**src/rtl/handshake_sink.sv**
```systemverilog
// handshake_sink: clocked tail of the self-timed stage_combine chain.
// Latency: ack_out and out_valid rise sync_stages edges after valid_in is first sampled high.
// Backpressure: with two words buffered the ack is withheld, stalling the upstream chain.
//
// Ports:
//   clk, rst            - single clock, synchronous active-high reset
//   valid_in, data_in   - four-phase request and bundled data from the last stage (async)
//   ack_out             - registered four-phase acknowledge back to the last stage
//   out_valid, out_data - head of the 2-entry buffer (valid/ready side)
//   out_ready           - consumer accepts the head when out_valid is also high
//   xfer_count          - words accepted since reset, wraps modulo 256
module handshake_sink #(
  parameter int data_width  = 3,
  parameter int sync_stages = 2
) (
  input  logic                  clk,
  input  logic                  rst,
  input  logic                  valid_in,
  input  logic [data_width-1:0] data_in,
  output logic                  ack_out,
  output logic                  out_valid,
  output logic [data_width-1:0] out_data,
  input  logic                  out_ready,
  output logic [7:0]            xfer_count
);

  typedef enum logic {
    IDLE = 1'b0,
    ACK  = 1'b1
  } state_t;

  state_t                state;
  logic [sync_stages-1:0] sync_q;
  logic                  vs;

  logic [data_width-1:0] mem [2];
  logic                  rd_ptr;
  logic                  wr_ptr;
  logic [1:0]            count;

  logic                  capture;
  logic                  pop;
  logic                  rd_nxt;
  logic [data_width-1:0] head_nxt;

  // valid_in is only ever sampled by the first synchroniser flop.
  assign vs = sync_q[sync_stages-1];

  assign out_valid = (count != 2'd0);

  always_comb begin
    // Capture uses the registered count only: a pop on a full buffer does
    // not open a slot for the same edge.
    capture  = (state == IDLE) && vs && (count < 2'd2);
    pop      = out_valid && out_ready;
    rd_nxt   = rd_ptr ^ pop;
    // The head register must show the word landing this edge when the
    // write goes straight into the slot that becomes the head.
    head_nxt = mem[rd_nxt];
    if (capture && (wr_ptr == rd_nxt)) begin
      head_nxt = data_in;
    end
  end

  always_ff @(posedge clk) begin
    if (rst) begin
      state      <= IDLE;
      ack_out    <= 1'b0;
      sync_q     <= '0;
      rd_ptr     <= 1'b0;
      wr_ptr     <= 1'b0;
      count      <= 2'd0;
      xfer_count <= 8'd0;
      out_data   <= '0;
      mem[0]     <= '0;
      mem[1]     <= '0;
    end else begin
      sync_q <= {sync_q[sync_stages-2:0], valid_in};

      case (state)
        IDLE: begin
          if (capture) begin
            state   <= ACK;
            ack_out <= 1'b1;
          end
        end
        ACK: begin
          // Wait for the return-to-zero before another word can be taken.
          if (!vs) begin
            state   <= IDLE;
            ack_out <= 1'b0;
          end
        end
        default: begin
          state   <= IDLE;
          ack_out <= 1'b0;
        end
      endcase

      if (capture) begin
        mem[wr_ptr] <= data_in;
        wr_ptr      <= ~wr_ptr;
        xfer_count  <= xfer_count + 8'd1;
      end

      rd_ptr   <= rd_nxt;
      out_data <= head_nxt;

      case ({capture, pop})
        2'b10:   count <= count + 2'd1;
        2'b01:   count <= count - 2'd1;
        default: count <= count;
      endcase
    end
  end

endmodule

```
**config.mk**
```make
export PLATFORM = sky130hd
export DESIGN_NAME = handshake_sink
export DESIGN_NICKNAME = d
export VERILOG_FILES = /design/src/rtl/handshake_sink.sv
export SDC_FILE = /design/constraint.sdc
export NUM_CORES = 1
export LEC_CHECK = 0
export CAP_MARGIN = 20
export CORE_MARGIN = 8
export CORE_UTILIZATION = 55
export CTS_BUF_LIST = sky130_fd_sc_hd__clkbuf_2 sky130_fd_sc_hd__clkbuf_4 sky130_fd_sc_hd__clkbuf_8
export DETAILED_ROUTE_END_ITERATION = 8
export GPL_ROUTABILITY_DRIVEN = 0
export PLACE_DENSITY = 0.89
export RECOVER_POWER = 100
export SLEW_MARGIN = 20
export SYNTH_ARGS = -nofsm -noshare
export SYNTH_HDL_FRONTEND = slang
export SYNTH_SLANG_ARGS = --single-unit
```
**constraint.sdc**
```tcl
create_clock -name clk -period 4.8 [get_ports clk]
set_input_delay 0.72 -clock clk [delete_from_list [all_inputs] [get_ports clk]]
set_output_delay 0.72 -clock clk [all_outputs]
set_load 0.02 [all_outputs]
```
# == After elaboration in Yosys (flattened, before gate mapping) ==
# Memories as Yosys holds them, arrays and structs flattened. A register that Yosys moved wholly into a read port is not among the register bits.
# Index checks and enable logic that the tools add are counted.
# word_totals
reg_bits,16
latchBits,0
mem_bits_rw,6
rom_bits,0
inputBits,7
output_inout_bits,13
elab_cells,40
n_memories,1
# memory_table
memory,words,width,rd,rd_ports_with_merged_regs,wr,line_no,text
mem,2,3,1,1,2,36,logic [data_width-1:0] mem [2];
# op_classes
n_addsub,3
n_mul,0
div_mod_pow,0
magnitude_cmp,1
eq_ne,4
n_shift,0
n_mux,14
bitwise_logic,3
n_reduce_logical,7
# ops
operator,count
1-bit two-way mux,10
8-bit by 1-bit adder with 8-bit output (second input constant),1
2-bit inequality test (second input constant),2
1-bit one-hot mux with 2 select lines,2
2-bit one-hot mux with 2 select lines,1
2-bit nonzero test,2
1-bit logical AND,3
3-bit two-way mux,1
3-bit OR reduction,1
2-bit by 1-bit adder with 2-bit output (second input constant),1
2-bit by 1-bit == test with 1-bit output (second input constant),1
2-bit == test (second input constant),1
2-bit < comparator (second input constant),1
1-bit NOT,2
2-bit AND reduction,1
2-bit by 1-bit subtractor with 2-bit output (second input constant),1
1-bit XOR,1

# == Logic depth before layout (Yosys ltp) ==
# logic_depth
ltp_word,8
ltp_mapped,7

# == Least setup slack after synthesis ==
# Ideal clock, no wire load.
# synth_timing
kind,register to register
startpoint,register count[1]
endpoint,register count[1]
t_arrival_ps,1659
t_required_ps,4730
setup_slack_ps,3071
path_stages_with_launch,7
period_less_slack_ps,1729
cell_sequence,dfxtp_1 nor3b_4 inv_2 buf_6 ha_1 or3_1 a21oi_1
# synth_between
elab_chain_cells,4
word_cells_on_any_way,10
cone_classes,add/sub (2); order compare (1); eq/ne (2); mux (1); reduce/logical (4)
# synth_rtl
item,line_no,text
"start, declared",39,logic [1:0] count;
"start signal, assigned",110,2'b10: count <= count + 2'd1;
"start signal, assigned",111,2'b01: count <= count - 2'd1;
"start signal, assigned",112,default: count <= count;
2-bit < comparator or 2-bit nonzero test (tied branches),"54, 49",
"1-bit logical AND, on equally long branches","54, 55",
2-bit by 1-bit == test with 1-bit output or 2-bit == test (tied branches),109,"case ({capture, pop})"
2-bit one-hot mux with 2 select lines or 2-bit nonzero test (tied branches),-,
# Parallel ways exist; a longest one is shown, timed or not.
# A chain may end at the register's enable or synchronous reset.

# == Worst setup path after layout ==
# Same ends and word-level chain as after synthesis.

==> results.md <==
- The layout overhead on the synthesized area is 18.5%.
- For the worst flop-to-flop path, the logic depth is 5.
- The post-synth net total is 118.
- Setup repair after global routing left no endpoint under its margin.
- The total area inside the core boundary comes to 1940 um^2.
- The overflow left after global routing is 0.
- For this run, design rule violations remaining after detail routing come to 0.
- The count of flip-flops with a built-in enable after synthesis is 6.
- The number of design-rule violations left by the first detailed-router iteration is 22.
- On the worst path, the slowest cell contributes a delay of 1.42 ns.
- The filler cells instantiated in the layout total 156.
- The per-cell via count in the routed design is 5.68.
- The number of cells on the critical path is 5.
- The wire length of the first global-routing pass is 3.76 mm.
- The buffer count from post-CTS setup fixing is 0.
- The pin count of the biggest net entering global routing is 25.
- By startpoint and endpoint, the worst setup path is classified as reg -> reg.
- Walking the worst path, the cells encountered are nor3b_1 > inv_2 > ha_1 > or3_1 > a21oi_1.
- The endpoint type of the worst setup path is a register.
- The leakage component of the power is 0.532 nW.
- Counting both buffers and inverters, the worst setup path holds a total of 1.
- After clock tree synthesis, the flow added hold-fix buffers numbering 0.
- The achievable clock frequency is 0.311 GHz.
- The final reports fail on max-capacitance violations, max-slew violations.
- The portion of the post-synthesis area used by sequential elements is 50.5%.
- The count of nets left with antenna violations once routing finished came out at 0.
- The netlist uses 31 different library cells.
- The cell with the biggest individual delay on the critical path is sky130_fd_sc_hd__nor3b_1.
- The count of inserted antenna diode cells is 0.
- Counting flops with an async set or reset pin after synthesis yields a share of 0%.
- The multiplexer share of the synthesized area is 0%.
- The headroom to the max-slew limit is -19.9%.
- Setup violations remaining at the end of the flow were counted as 0.
- The final layout contains 137 nets.
- The number of global-route vias before repair was 847.
- The worst hold path belongs to the class reg -> reg.
- The synthesized netlist devotes 9.47% of its cell area to XOR and XNOR gates.
- Counting every instance in the synthesized netlist gives 109.
- The worst flop-to-flop path startpoint is count[1]$_SDFFE_PP0P_.
- On the critical path the largest part of the delay comes from simple AND/OR/NAND/NOR gates.
- The count of boundary I/O pins is 20.
- The transition time of the tightest slew-check pin is 1.80 ns.
- The minimum period implied by the final worst setup slack is 3.22 ns.
- The area of the die is 3710 um^2.
- Across all setup checks in the final design, the least slack found is 1.58 ns.
- STA puts the critical path data arrival time at 3.46 ns.
- For flop-to-flop paths, the worst setup slack is 1.58 ns.
- The clock passes through at most 2 buffers.
- The required time of the critical path is 5.05 ns.
- For the worst-skew pair, the clock arrives at the later sink with an insertion delay of 0.31 ns.
- From left edge to right edge, the die measures 60.9 um.
- The average instance in the mapped netlist occupies 10.2 um^2.
- The number of instances resized during post-cts repair is 0.
- The final wirelength is 2.24 mm.
- The TritonCTS clock tree is yes.
- Global routing used 13.7% of the available tracks across all layers.
- The maximum ir drop on the vdd rail is 0.230 mV.
- The height of the die is 60.9 um.
- The initial standard-cell utilization of the core is 57.2%.
- The share of final-layout standard cells stronger than drive strength 1 is 5.51%.
- The power density normalized to cell area is 332 nW/um^2.
- The synthesized netlist devotes 14.4% of its cell area to compound gates.
- The root buffer cell chosen for the clock tree is sky130_fd_sc_hd__clkbuf_4.
- The pre-antenna-repair detailed-routing pass consisted of 4 iterations.
- The count of vias placed by the detailed router is 874.
- After detailed routing, the average wire length per cell comes to 14.5 um.
- The yosys synthesis warning count is 0.
- Of all nets on the critical path, the largest fanout is 17.
- The total count of hold-check failures in the final report is 0.
- The most instantiated flip-flop cell in the synthesis netlist is sky130_fd_sc_hd__dfxtp_1.
- The count of input and output buffers is 19.
- Tracing the worst setup path back leads to its startpoint at count[1]$_SDFFE_PP0P_.
- By area, the combinational part of the netlist is dominated by simple AND/OR/NAND/NOR gates.
- The worst slack at placement is 2.35 ns.
- The summed negative setup slack over all endpoints is 0 ns.
- The clock buffer count from CTS is 3.
- The run finished, with violations left.
- After clock tree synthesis, the clock-pin slew on the worst setup and hold paths is 0.13 ns.
- The maximum clock skew at final layout is 0.00307 ns.
- After synthesis the netlist holds a flip-flop and latch count of 25.
- The clock sink total is 25.
- CTS built an H-tree with a depth of 1.
- The capture instance of the worst register-to-register path is count[1]$_SDFFE_PP0P_.
- The most critical setup path has its endpoint at count[1]$_SDFFE_PP0P_.
- The synthesized area is 1110 um^2.
- The part of the cycle the worst path needs is 67.0%.
- The simple-gate share of the synthesized area is 19.6%.
- The initial antenna violation count was 0.
- After Yosys synthesis, full adders, half adders and majority gates account for 2.25% of the synthesized area.
- Total power for the finished layout comes to 0.437 mW.
- The max-slew violation count came to 18.
- The wire-length estimate of the detail-placed layout is 1.67 mm.
- Row generation in the floorplan step produced 16 rows.
- STA classifies the critical path startpoint as a register.
- The number of max-cap violations is 1.
-- final cells by class --
cell class / count / area, um^2 / area share (%)
clock buffers: 4 / 30.0 / 2.28
flip-flops and latches: 25 / 561 / 42.6
multi-input cells: 75 / 485 / 36.9
well taps: 27 / 33.8 / 2.57
repair buffers: 19 / 190 / 14.5
inverters: 4 / 15.0 / 1.14
-- per-stage QoR --
stage / utilization [%] / instances / instance area (um^2) / hold slack (ns)
2_1_floorplan: - / 109 / 1110 / 0.414
3_3_place_gp: 67.3 / 150 / 1310 / 0.427
3_5_place_dp: 67.3 / 150 / 1310 / 0.440
4_1_cts: 68.9 / 154 / 1340 / 0.470
5_1_grt: 67.7 / 154 / 1320 / 0.473
6_report: 67.7 / 154 / 1320 / 0.466
-- registers in the layout, indices dropped and copies added (netlist names) --
| name | flops |
|---|---|
| count | 2 |
| xfer_count | 8 |
| mem | 6 |
| ack_out | 1 |
| wr_ptr | 1 |
| out_data | 3 |
| rd_ptr | 1 |
| sync_q | 2 |
| state | 1 |
-- kinds of logic (layout without fill, tap and decap cells) --
group / after synthesis / after routing
AND/OR/NAND/NOR: 38 / 38
adder cells (fa/ha/maj): 2 / 2
flip-flops: 25 / 25
AO/OA/AOI/OAI: 23 / 23
XOR/XNOR: 12 / 12
buffers and inverters: 9 / 27
-- worst min path at each step --
stage	start	endpoint	slack, ns	cells after the start
CTS	sync_q[0]$_SDFF_PP0_	sync_q[1]$_SDFF_PP0_	0.47	1
finish	sync_q[1]$_SDFF_PP0_	state$_SDFF_PP0_	0.47	2
floorplan	sync_q[0]$_SDFF_PP0_	sync_q[1]$_SDFF_PP0_	0.41	1
global route	sync_q[0]$_SDFF_PP0_	sync_q[1]$_SDFF_PP0_	0.47	1
global placement	sync_q[0]$_SDFF_PP0_	sync_q[1]$_SDFF_PP0_	0.43	1
detailed placement	sync_q[0]$_SDFF_PP0_	sync_q[1]$_SDFF_PP0_	0.44	1
-- worst register-to-register path: stages (launching register included) --
cell	delay [ns]
sky130_fd_sc_hd__dfxtp_1	0.38
sky130_fd_sc_hd__nor3b_1	1.42
sky130_fd_sc_hd__inv_2	0.34
sky130_fd_sc_hd__ha_1	0.46
sky130_fd_sc_hd__or3_1	0.39
sky130_fd_sc_hd__a21oi_1	0.15
-- cell usage after synthesis, types with 5 or more instances --
cell | instances | area share (%)
sky130_fd_sc_hd__xor2_1 | 5 | 3.9
sky130_fd_sc_hd__and3_1 | 6 | 3.4
sky130_fd_sc_hd__nor2_1 | 11 | 3.7
sky130_fd_sc_hd__edfxtp_1 | 6 | 16
sky130_fd_sc_hd__nand2_1 | 5 | 1.7
sky130_fd_sc_hd__a21oi_1 | 7 | 3.2
sky130_fd_sc_hd__xnor2_1 | 7 | 5.5
sky130_fd_sc_hd__dfxtp_1 | 19 | 34
-- power breakdown --
group          leakage, nW  switching (mW)  total [mW]  internal (mW)
Clock               0.0184          0.0604      0.0986         0.0382
Combinational        0.296          0.0517      0.0952         0.0435
Sequential           0.217          0.0124       0.243          0.231
Total                0.532           0.125       0.437          0.312
-- metal layers --
metal  vias up  wire [um]  global-route usage, %
li1        427          -                      -
met1       421        910                   14.6
met2        22       1220                   23.8
met3         4         77                   3.60
met4         0         34                   7.64
met5         -          0                      0
-- cells in the final DEF, fill, tap and decap left out, types with 4 or more instances in the layout --
master and count:
sky130_fd_sc_hd__clkdlybuf4s50_1 5, sky130_fd_sc_hd__dfxtp_1 19, sky130_fd_sc_hd__clkbuf_4 4, sky130_fd_sc_hd__dlygate4sd3_1 14
sky130_fd_sc_hd__xnor2_1 7, sky130_fd_sc_hd__nand2_1 5, sky130_fd_sc_hd__edfxtp_1 6, sky130_fd_sc_hd__a21oi_1 7
sky130_fd_sc_hd__nor2_1 11, sky130_fd_sc_hd__xor2_1 5, sky130_fd_sc_hd__and3_1 6
Power figures use the tool's default switching activity.
